===== config.mk =====
export PLATFORM = sky130hd
export DESIGN_NAME = pipeline_ctrl
export DESIGN_NICKNAME = d
export VERILOG_FILES = /design/src/rtl/pipeline_ctrl.sv
export SDC_FILE = /design/constraint.sdc
export NUM_CORES = 1
export LEC_CHECK = 0
export CAP_MARGIN = 20
export CORE_MARGIN = 2
export CORE_UTILIZATION = 30
export DETAILED_ROUTE_END_ITERATION = 10
export PLACE_DENSITY_LB_ADDON = 0.12
export SLEW_MARGIN = 0
export SYNTH_ARGS = -nofsm -noshare
export SYNTH_HDL_FRONTEND = slang
export SYNTH_SLANG_ARGS = --single-unit

===== constraint.sdc =====
create_clock -name clk -period 1.75 [get_ports clk]
set_input_delay 0.175 -clock clk [delete_from_list [all_inputs] [get_ports clk]]
set_output_delay 0.175 -clock clk [all_outputs]
set_load 0.01 [all_outputs]

===== src/rtl/pipeline_ctrl.sv =====
// pipeline_ctrl: debug-command driven control for a five-stage pipeline.
// Sequences IDLE/RUN/STEP/DRAIN/HALTED, resolves load-use stalls and taken
// branches into stage-register enables and bubble flushes, and counts the
// clocks in which the pipeline executes.
//
// Optional feature macro: PIPE_CYCLE_COUNT_EN
//   defined   -> o_cycle_count counts clocks spent in RUN/STEP/DRAIN
//   undefined -> no counter register, o_cycle_count tied to 0
//
// Ports:
//   clk, rst                     clock, synchronous active-low reset
//   i_cmd_run/step/halt          debug command pulses (halt > run > step)
//   i_halt_decoded               HALT opcode sitting in IF_ID
//   i_id_ex_MemRead, i_id_ex_rt  load in ID_EX and its destination
//   i_if_id_rs, i_if_id_rt       source operands of the instruction in ID
//   i_branch_taken               taken branch/jump resolved in EX
//   o_*_enable                   stage-register enables
//   o_if_id_flush, o_id_ex_flush bubble injection
//   o_state, o_done              encoded state, program halted
//   o_cycle_count                executed-clock counter
module pipeline_ctrl #(
   parameter int unsigned REG_ADDRS_BITS = 5,
   parameter int unsigned CNT_BITS       = 32
) (
   input  logic                      clk,
   input  logic                      rst,
   input  logic                      i_cmd_run,
   input  logic                      i_cmd_step,
   input  logic                      i_cmd_halt,
   input  logic                      i_halt_decoded,
   input  logic                      i_id_ex_MemRead,
   input  logic [REG_ADDRS_BITS-1:0] i_id_ex_rt,
   input  logic [REG_ADDRS_BITS-1:0] i_if_id_rs,
   input  logic [REG_ADDRS_BITS-1:0] i_if_id_rt,
   input  logic                      i_branch_taken,
   output logic                      o_pc_enable,
   output logic                      o_if_id_enable,
   output logic                      o_id_ex_enable,
   output logic                      o_ex_mem_enable,
   output logic                      o_mem_wb_enable,
   output logic                      o_if_id_flush,
   output logic                      o_id_ex_flush,
   output logic [2:0]                o_state,
   output logic                      o_done,
   output logic [CNT_BITS-1:0]       o_cycle_count
);

   localparam int unsigned DRAIN_LAST = 2;

   typedef enum logic [2:0] {
      IDLE   = 3'd0,
      RUN    = 3'd1,
      STEP   = 3'd2,
      DRAIN  = 3'd3,
      HALTED = 3'd4
   } state_t;

   state_t     state, state_nxt;
   logic [1:0] drain_cnt, drain_cnt_nxt;
   logic       stall_c;

   // Load in EX whose destination feeds the instruction currently in ID
   assign stall_c = i_id_ex_MemRead &&
                    ((i_id_ex_rt == i_if_id_rs) || (i_id_ex_rt == i_if_id_rt));

   // State register
   always_ff @(posedge clk) begin
      if (!rst) begin
         state     <= IDLE;
         drain_cnt <= 2'd0;
      end else begin
         state     <= state_nxt;
         drain_cnt <= drain_cnt_nxt;
      end
   end

   // Next state and stage controls
   always_comb begin
      state_nxt       = state;
      drain_cnt_nxt   = drain_cnt;
      o_pc_enable     = 1'b0;
      o_if_id_enable  = 1'b0;
      o_id_ex_enable  = 1'b0;
      o_ex_mem_enable = 1'b0;
      o_mem_wb_enable = 1'b0;
      o_if_id_flush   = 1'b0;
      o_id_ex_flush   = 1'b0;
      o_done          = 1'b0;
      o_state         = 3'(state);

      case (state)
         IDLE: begin
            // A coincident halt suppresses run/step
            if (!i_cmd_halt) begin
               if (i_cmd_run)       state_nxt = RUN;
               else if (i_cmd_step) state_nxt = STEP;
            end
         end

         RUN, STEP: begin
            o_pc_enable     = 1'b1;
            o_if_id_enable  = 1'b1;
            o_id_ex_enable  = 1'b1;
            o_ex_mem_enable = 1'b1;
            o_mem_wb_enable = 1'b1;
            // Branch squashes the wrong-path instructions, so it wins over the stall
            if (i_branch_taken) begin
               o_if_id_flush = 1'b1;
               o_id_ex_flush = 1'b1;
            end else if (stall_c) begin
               o_pc_enable    = 1'b0;
               o_if_id_enable = 1'b0;
               o_id_ex_flush  = 1'b1;
            end

            if ((state == RUN) && i_cmd_halt) begin
               state_nxt = IDLE;
            end else if (i_halt_decoded && !i_branch_taken && !stall_c) begin
               state_nxt     = DRAIN;
               drain_cnt_nxt = 2'd0;
            end else if (state == STEP) begin
               state_nxt = IDLE;
            end
         end

         DRAIN: begin
            o_if_id_enable  = 1'b1;
            o_if_id_flush   = 1'b1;
            o_id_ex_enable  = 1'b1;
            o_id_ex_flush   = 1'b1;
            o_ex_mem_enable = 1'b1;
            o_mem_wb_enable = 1'b1;
            if (drain_cnt == 2'(DRAIN_LAST)) state_nxt = HALTED;
            else                             drain_cnt_nxt = drain_cnt + 2'd1;
         end

         HALTED: o_done = 1'b1;

         default: state_nxt = IDLE;
      endcase

      // Outputs read as reset state while rst is held, before the edge lands
      if (!rst) begin
         o_pc_enable     = 1'b0;
         o_if_id_enable  = 1'b0;
         o_id_ex_enable  = 1'b0;
         o_ex_mem_enable = 1'b0;
         o_mem_wb_enable = 1'b0;
         o_if_id_flush   = 1'b0;
         o_id_ex_flush   = 1'b0;
         o_done          = 1'b0;
         o_state         = 3'd0;
      end
   end

`ifdef PIPE_CYCLE_COUNT_EN
   logic [CNT_BITS-1:0] cycle_count;

   // Executed-clock counter, wraps naturally
   always_ff @(posedge clk) begin
      if (!rst)                                  cycle_count <= '0;
      else if (state inside {RUN, STEP, DRAIN})  cycle_count <= cycle_count + CNT_BITS'(1);
   end

   assign o_cycle_count = cycle_count;
`else
   assign o_cycle_count = '0;
`endif

endmodule


==> impl_metrics.csv <==
group,metric,value,unit
synthesis,post_synth.cell_area_avg,7.48,um2
clock_network,insertion_delay,240,ps
die,num_rows,17,
worst_setup_path,worstPathArrival,1570,ps
worst_setup_path,endpoint_kind,"primary output",
synthesis,ys_warn_count,0,
placed_design,place.gp.congestion,0.692,
clock_network,cts_root_buf,"clkbuf_4",
timing,setup_tns,0,ps
clock_network,cts_htree_levels,1,
worst_setup_path,worstSetupPathType,"in -> out",
die,dieWidth,52.7,um
finish,final_nets,163,
detailed_routing,drt_iter0_markers,8,
timing,final-hold-violation-count,0,
die,die_h,52.7,um
synthesis,synth_edf_count,0,
timing,clock_skew,3.58,ps
placed_design,io_buffers,33,
synthesis,synth-seq-cells,5,
finish,regArea,105,um2
timing,layout_setup_ws,5.04,ps
die,io_pins,66,
grt,grt_overflow_total,0,
grt,grt_use_total,12.0,%
timing,fmax,573,MHz
clock_network,cts_sinks,5,
power,power_leakage,0.585,nW
timing,period_minus_slack,1740,ps
finish,n_antenna_cell,0,
power,p_per_area,408,nW/um2
finish,area_growth,50.9,%
detailed_routing,post_drt_wl_per_cell,10.2,um
die,start_util,31.8,%
synthesis,synth.cell_area,711,um2
status,status,"complete, no violations",
clock_network,clk_path_buf_depth,2,
die,core-area,2230,um2
clock_network,cts.clk_slew.worst_paths,40,ps
detailed_routing,drc,0,
hold_path,min_path_cells,2,
worst_setup_path,required,1570,ps
synthesis,synthCells,95,
synthesis,ys_seq_area_share,14.1,%
power,peakVddDrop,0.000430,V
worst_setup_path,reg2reg_depth,5,
timing,fin_crit_sh,99.7,%
die,dieArea,2770,um2
worst_setup_path,crit_fanout,4,
finish,final_cells,166,
detailed_routing,via_count,672,
clock_network,numCtsBuffers,3,
detailed_routing,avgViaCountPerCell,4.05,
timing,finalMaxSlewViolations,0,
grt,antenna_found_initial,0,
placed_design,dp.cells,158,
clock_network,cts_tree,"built",
finish,drive_gt1_share,19.6,%
finish,final_util,48.0,%
grt,grt_max_degree,10,
worst_setup_path,startpoint_type,"input port",
grt,grt_pass1_wl,2420,um
synthesis,ys.flop_type,"dfxtp_1",
job,max-cap-violations,0,
hold_path,hp-class,"reg -> reg",
placed_design,pre_cts_slack,-545,ps
detailed_routing,ant_nets,0,
synthesis,async_flop_share,0,%
timing,finalSetupViolCount,0,
detailed_routing,wl,1700,um
detailed_routing,first_pass_iters,4,
synthesis,synth_cell_types,31,
grt,grt_pass1_vias,561,
finish,fill_cells,241,
power,power.total,438,uW
placed_design,hpwl,1330,um
finish,multi_input_area,494,um2
cell usage in the layout (no fill, tap or decap), types with 2 or more instances in the layout:
cell	instances
clkbuf_4	3
dlymetal6s2s_1	6
o21ai_0	4
xor2_1	8
nor4_2	2
clkdlybuf4s50_1	11
dlygate4sd2_1	9
and2_1	4
o21a_1	2
nor2_2	2
conb_1	32
buf_2	2
nor2b_1	2
nor3_1	3
nand2_1	3
dfxtp_1	3
nor2_1	4
buf_4	11
a21oi_1	2
clkdlybuf4s15_1	4
synth_stat cells (all sizes together) (2+ instances only):
| cell type | count | area [um2] |
|---|---|---|
| buf | 35 | 260 |
| nor4 | 2 | 12.5 |
| o21ai | 4 | 20.0 |
| dfxtp | 5 | 100 |
| nor2 | 6 | 22.5 |
| nor3 | 3 | 15.0 |
| xnor2 | 2 | 17.5 |
| xor2 | 8 | 70.1 |
| nor2b | 2 | 12.5 |
| a21oi | 2 | 10.0 |
| nand2 | 3 | 11.3 |
| o21a | 2 | 15.0 |
| and2 | 5 | 31.3 |
routing by layer:
metal	routed length (um)	global-route usage (%)	vias up
met1	637	14.0	301
met4	12	3.85	0
met5	0	0	-
met2	900	20.6	34
li1	-	-	335
met3	144	3.71	2
metrics by stage:
step,instance area (um2),hold WS (ps)
finish,1070,465
global route,1070,505
CTS,1020,467
detailed placement,981,460
global placement,981,455
floorplan,827,419
logic make-up after synthesis:
family | synth area share, %
DFF | 14.1
adders and majority gates | 1.76
muxes | 1.41
AOI/OAI and AO/OA | 13.0
other | 0.528
xor gates and xnor gates | 12.3
buffers and inverters | 37.7
and+or+nand+nor | 19.2
report_power, final:
group	switching (mW)	internal, mW
clock network	0.0477	0.0862
logic	0.0912	0.0893
registers	0.00626	0.117
total	0.145	0.293
timing repair:
item | CTS | global route
endpoints found under the setup margin | 8 | 11
hold buffers | 0 | 0
pin swaps | 12 | 8
buffers inserted | 2 | 2
endpoints found under the hold margin | 0 | 0
gates resized for setup | 33 | 13
flip-flops by register name, summed over array words and instances, names as in the netlist:
name / count
state: 3
drain_cnt: 2
path summary, 6_finish.rpt:
check / endpoint / slack (ps) / startpoint
setup reg to reg: drain_cnt[0] / 430 / state[1]
hold reg to reg: drain_cnt[1] / 470 / drain_cnt[1]
setup / recovery: o_if_id_flush / 5 / rst
hold / removal: drain_cnt[1] / 470 / drain_cnt[1]
worst max-delay path, stage by stage:
cell             delay, ps
clkdlybuf4s50_1        480
nand2b_1               120
a21oi_1                210
clkdlybuf4s50_1        590
final cells by class:
type | count | share of cell area, %
Tap cell | 28 | 3.27
Multi-Input combinational cell | 84 | 46.1
Clock buffer | 4 | 2.45
Timing Repair Buffer | 44 | 38.0
Inverter | 1 | 0.350
Sequential cell | 5 | 9.80
No activity file was read; power rests on OpenSTA's default activity.
